===== config.mk =====
export PLATFORM = sky130hd
export DESIGN_NAME = wb_stage
export DESIGN_NICKNAME = d
export VERILOG_FILES = /design/src/rtl/wb_stage_pkg.sv /design/src/rtl/wb_stage_retire_counter.sv /design/src/rtl/wb_stage.sv
export SDC_FILE = /design/constraint.sdc
export NUM_CORES = 1
export LEC_CHECK = 0
export CORE_MARGIN = 8
export CORE_UTILIZATION = 45
export DETAILED_ROUTE_END_ITERATION = 10
export GPL_ROUTABILITY_DRIVEN = 0
export PLACE_DENSITY_LB_ADDON = 0.25
export SETUP_SLACK_MARGIN = 0.2
export SLEW_MARGIN = 20
export SYNTH_ARGS = -nofsm -noshare
export SYNTH_HDL_FRONTEND = slang
export SYNTH_SLANG_ARGS = --single-unit
export TNS_END_PERCENT = 1

===== constraint.sdc =====
create_clock -name clk -period 6.4 [get_ports clk]
set_input_delay 1.28 -clock clk [delete_from_list [all_inputs] [get_ports clk]]
set_output_delay 1.28 -clock clk [all_outputs]
set_load 0.01 [all_outputs]

===== src/rtl/wb_stage_pkg.sv =====
// Shared writeback definitions: source-select encoding (common with decode)
// and the load-hold FSM state encoding.
package wb_stage_pkg;

  typedef logic [1:0] wb_sel_t;

  localparam wb_sel_t WB_SEL_ALU = 2'b00;
  localparam wb_sel_t WB_SEL_MEM = 2'b01;
  localparam wb_sel_t WB_SEL_PC4 = 2'b10;

  localparam logic [0:0] ST_RUN  = 1'b0;
  localparam logic [0:0] ST_HOLD = 1'b1;

endpackage


===== src/rtl/wb_stage_retire_counter.sv =====
// Free-running retired-instruction counter; wraps modulo 2^CNT_WIDTH.
module wb_retire_counter #(
  parameter int CNT_WIDTH = 64
) (
  input  logic                 clk,
  input  logic                 rst,
  input  logic                 inc,
  output logic [CNT_WIDTH-1:0] count
);

  // Advance by one on every committing edge.
  always_ff @(posedge clk or negedge rst) begin
    if (!rst) begin
      count <= '0;
    end else if (inc) begin
      count <= count + {{(CNT_WIDTH-1){1'b0}}, 1'b1};
    end
  end

endmodule


===== src/rtl/wb_stage.sv =====
// Writeback stage: MEM/WB pipeline register, writeback source mux, register
// file write port, forwarding path and retire counter. Load data comes in
// unregistered from the data memory, so a hold register keeps it across stalls.
module wb_stage
  import wb_stage_pkg::*;
#(
  parameter int WORD_SIZE = 32,
  parameter int NUM_REGS  = 32,
  parameter int REG_SEL   = $clog2(NUM_REGS),
  parameter int CNT_WIDTH = 64
) (
  input  logic                 clk,
  input  logic                 rst,
  input  logic                 stall,
  input  logic                 flush,
  input  logic                 in_valid,
  input  logic [WORD_SIZE-1:0] result_in,
  input  logic [WORD_SIZE-1:0] pc_plus4_in,
  input  logic [REG_SEL-1:0]   rd_in,
  input  logic                 reg_write_in,
  input  logic [1:0]           wb_sel_in,
  input  logic [WORD_SIZE-1:0] read_data_in,
  output logic                 rf_we,
  output logic [REG_SEL-1:0]   rf_waddr,
  output logic [WORD_SIZE-1:0] rf_wdata,
  output logic                 fwd_valid,
  output logic [REG_SEL-1:0]   fwd_rd,
  output logic [WORD_SIZE-1:0] fwd_data,
  output logic [CNT_WIDTH-1:0] retire_count
);

  logic                        vld_p0;
  logic [REG_SEL-1:0]          rd_p0;
  logic                        reg_write_p0;
  wb_sel_t                     wb_sel_p0;
  logic signed [WORD_SIZE-1:0] result_p0;
  logic signed [WORD_SIZE-1:0] pc_plus4_p0;

  logic [0:0]                  state;
  logic signed [WORD_SIZE-1:0] ld_hold;
  logic signed [WORD_SIZE-1:0] ld_data;
  logic signed [WORD_SIZE-1:0] wb_data;
  logic                        writes;
  logic                        commit;

  // Writeback source select; the reserved code falls back to the ALU result.
  function automatic logic signed [WORD_SIZE-1:0] wb_mux(
    input wb_sel_t                     sel,
    input logic signed [WORD_SIZE-1:0] alu,
    input logic signed [WORD_SIZE-1:0] ld,
    input logic signed [WORD_SIZE-1:0] pc4
  );
    case (sel)
      WB_SEL_ALU: wb_mux = alu;
      WB_SEL_MEM: wb_mux = ld;
      WB_SEL_PC4: wb_mux = pc4;
      default:    wb_mux = alu;
    endcase
  endfunction

  // ---- MEM -> WB boundary (p0) ----
  // MEM/WB register: stall holds everything, flush turns the slot into a bubble.
  always_ff @(posedge clk or negedge rst) begin
    if (!rst) begin
      vld_p0       <= 1'b0;
      rd_p0        <= '0;
      reg_write_p0 <= 1'b0;
      wb_sel_p0    <= WB_SEL_ALU;
      result_p0    <= '0;
      pc_plus4_p0  <= '0;
    end else if (!stall) begin
      vld_p0       <= in_valid && !flush;
      rd_p0        <= rd_in;
      reg_write_p0 <= reg_write_in;
      wb_sel_p0    <= wb_sel_in;
      result_p0    <= $signed(result_in);
      pc_plus4_p0  <= $signed(pc_plus4_in);
    end
  end

  // Hold FSM: capture the memory's load data on the first stalled edge, since
  // the memory output is not guaranteed stable while the load sits in WB.
  always_ff @(posedge clk or negedge rst) begin
    if (!rst) begin
      state   <= ST_RUN;
      ld_hold <= '0;
    end else begin
      case (state)
        ST_RUN: begin
          if (stall && vld_p0 && (wb_sel_p0 == WB_SEL_MEM)) begin
            state   <= ST_HOLD;
            ld_hold <= $signed(read_data_in);
          end
        end
        ST_HOLD: begin
          if (!stall) begin
            state <= ST_RUN;
          end
        end
        default: state <= ST_RUN;
      endcase
    end
  end

  assign ld_data = (state == ST_HOLD) ? ld_hold : $signed(read_data_in);
  assign wb_data = wb_mux(wb_sel_p0, result_p0, ld_data, pc_plus4_p0);

  // x0 is hard-wired to zero, so it never writes nor forwards.
  assign writes = vld_p0 && reg_write_p0 && (rd_p0 != '0);
  assign commit = vld_p0 && !stall;

  assign rf_we     = writes && !stall;
  assign rf_waddr  = rd_p0;
  assign rf_wdata  = wb_data;
  // Forwarding stays live during a stall so a stalled consumer sees the value.
  assign fwd_valid = writes;
  assign fwd_rd    = rd_p0;
  assign fwd_data  = wb_data;

  wb_retire_counter #(
    .CNT_WIDTH(CNT_WIDTH)
  ) u_retire (
    .clk  (clk),
    .rst  (rst),
    .inc  (commit),
    .count(retire_count)
  );

endmodule


==> metrics.log <==
INFO  metric synthesis.instances = 718
INFO  metric report.power.total = 3020 µW
INFO  metric finalSetupViolCount = 0
INFO  metric via_per_inst = 5.34
INFO  metric total_neg_setup_slack = 0 ns
INFO  metric synthDistinctLibCells = 34
INFO  metric synth-seq-area-share = 0.508
INFO  metric regToRegSetupSlack = 3.70 ns
INFO  metric portBuffers = 248
INFO  metric core.rowCount = 50
INFO  metric dp_hpwl = 16.5 mm
INFO  metric grt.total_usage = 0.197
INFO  metric wire_per_inst = 19.3 µm
INFO  metric die_area = 23200 µm²
INFO  metric drt_drc_violations_left = 0
INFO  metric dr_pass1_iterations = 5
INFO  metric placeableCoreArea = 18500 µm²
INFO  metric synth_async_sr_flop_share = 1.00
INFO  metric first_global_vias = 6661
INFO  metric antenna_violating_nets_post_route = 0
INFO  metric ctsRootBufferMaster = sky130_fd_sc_hd__clkbuf_16
INFO  metric post_cts_resize_count = 0
INFO  metric placed_cells = 1137
INFO  metric drive_gt1_frac = 0.201
INFO  metric max_cap_viol_count = 0
INFO  metric timing.final.max_slew_violations = 0
INFO  metric synth-edff-count = 0
INFO  metric worstSetupEndpointType = output pin
INFO  metric tritoncts = done
INFO  metric grt_overflow = 0
INFO  metric detailed_place.area = 10800 µm²
INFO  metric yosys_warnings = 0
INFO  metric timing.clock.skew = 0.0122 ns
INFO  metric maxSlewHeadroom = 0.464
INFO  metric status = finished, final reports clean
INFO  metric grt_setup_unrepaired = no
INFO  metric min-delay-path-class = flip-flop to flip-flop
INFO  metric achievable-frequency = 227 MHz
INFO  metric routed-via-count = 6247
INFO  metric grt_pass1_wl = 36.6 mm
INFO  metric synthesized_net_count = 830
INFO  metric synthesis.area_per_instance = 11.7 µm²
INFO  metric cts_max_path_buffers = 2
INFO  metric crit_path_max_fanout = 36
INFO  metric final_hold_viol_count = 0
INFO  metric mostFrequentLayoutCells = sky130_fd_sc_hd__clkdlybuf4s50_1, sky130_fd_sc_hd__dfrtp_1, sky130_fd_sc_hd__mux2_2
INFO  metric clkLatencyLatePin = 0.43 ns
INFO  metric dieHeight = 152 µm
INFO  metric synthFlopType = sky130_fd_sc_hd__dfrtp_1
INFO  metric top_level_ports = 249
INFO  metric critPathArrivalTime = 3.12 ns
INFO  metric finish.instance_area = 11400 µm²
INFO  metric die_w = 152 µm
INFO  metric drt-initial-drc-count = 296
INFO  metric final_common_cell = sky130_fd_sc_hd__clkdlybuf4s50_1
INFO  metric finalNetCount = 1034
INFO  metric worst_slew_pin_slew = 0.799 ns
INFO  metric post_synth_instance_area = 8370 µm²
INFO  metric cts.clk_slew.worst_paths = 0.07 ns
INFO  metric worst_ir_drop_vdd = 0.000185 V
INFO  metric synthToLayoutAreaGrowth = 35.9%
INFO  metric ffs_latches_synth = 170
INFO  metric cp.required = 5.12 ns
INFO  metric cts_inserted_buffers = 17
INFO  metric grt_start_max_net_pins = 82
INFO  metric finalNonFillerCells = 1170
INFO  metric cts_num_sinks = 170
INFO  metric setup.worst_path.start_class = flip-flop
INFO  metric cts_hold_buffers = 0
INFO  metric totalWireLength = 22.6 mm
INFO  metric fill_cells = 1535
INFO  metric cts_max_level = 4
INFO  metric initial_utilization = 0.454
INFO  metric power.density = 266 nW/µm²
INFO  metric grt_antenna_before_repair = 0
INFO  metric path_class = flip-flop to output pin
INFO  metric fin_crit = 4.40 ns
INFO  metric final_min_period_over_clock_period = 0.688
INFO  metric total_leakage_power = 0.00486 µW
INFO  metric cts_setup_buffers = 0
registers in the layout (all words and copies together) (netlist names):
name            flops
wb_sel_p0           2
state               1
fwd_rd              5
ld_hold            32
result_p0          32
pc_plus4_p0        32
reg_write_p0        1
u_retire.count     64
vld_p0              1
cells in the mapped netlist (all sizes together) (17+ instances only):
cell type  number  area (µm²)
nand4          30         200
xor2           36         315
nor2           23        86.3
a21oi          33         165
inv            42         158
a221oi         32         280
dfrtp         170        4250
nor4           19         189
buf            39         290
mux2          136        1530
nor3           17        90.1
xnor2          27         236
clkbuf         31         116
nand2          35         131
power breakdown:
group | switching [µW] | total (µW) | internal [µW]
clock network | 442 | 1010 | 572
logic | 301 | 724 | 422
registers | 79.5 | 1280 | 1210
total | 823 | 3020 | 2200
path summary, 6_finish.rpt:
check | startpoint | end | cells past startpoint
worst min-delay path | u_retire.count[63] | u_retire.count[63] | 1
max in group asynchronous | rst | ld_hold[3] | 2
worst max register to register | wb_sel_p0[1] | ld_hold[5] | 5
min in group asynchronous | rst | u_retire.count[10] | 1
worst max-delay path | wb_sel_p0[1] | rf_wdata[1] | 5
worst min register to register | u_retire.count[63] | u_retire.count[63] | 1
cells by family after synthesis:
| kind of cell | Yosys count | synth area share |
|---|---|---|
| flops | 170 | 0.508 |
| simple gates | 167 | 0.116 |
| mux | 136 | 0.183 |
| buf+inv | 112 | 0.0674 |
| compound gates | 67 | 0.0550 |
| xor+xnor | 63 | 0.0659 |
| fa+ha+maj | 3 | 0.00448 |
area by class of cell:
class / instances / area, µm² / share of cell area
Antenna cell: 1 / 2.50 / 0.000220
Inverter: 42 / 158 / 0.0139
Timing Repair Buffer: 255 / 2530 / 0.223
Multi-Input combinational cell: 436 / 3560 / 0.313
Clock buffer: 21 / 470 / 0.0413
Tap cell: 234 / 293 / 0.0257
Sequential cell: 170 / 4250 / 0.374
Clock inverter: 11 / 111 / 0.00979
routing by layer:
metal,part of all wire,vias to the layer above,track usage
li1,-,2926,-
met1,0.42,3069,0.234
met2,0.48,220,0.322
met3,0.081,32,0.0735
met4,0.019,0,0.0690
met5,0,-,0
worst max-delay path, stage by stage (launching register included):
cell                              delay [ns]
sky130_fd_sc_hd__dfrtp_1                0.40
sky130_fd_sc_hd__ha_2                   0.86
sky130_fd_sc_hd__buf_4                  0.44
sky130_fd_sc_hd__a221oi_1               0.10
sky130_fd_sc_hd__a21oi_1                0.29
sky130_fd_sc_hd__clkdlybuf4s50_1        0.60
through the flow:
| step | util | setup slack (ns) | hold WS (ns) |
|---|---|---|---|
| 2_1_floorplan | - | 2.85 | 0.474 |
| 3_3_place_gp | 0.585 | 2.03 | 0.459 |
| 3_5_place_dp | 0.585 | 2.07 | 0.477 |
| 4_1_cts | 0.616 | 1.97 | 0.487 |
| 5_1_grt | 0.616 | 1.80 | 0.514 |
| 6_report | 0.617 | 2.00 | 0.472 |
No activity file was read; power rests on OpenSTA's default activity.
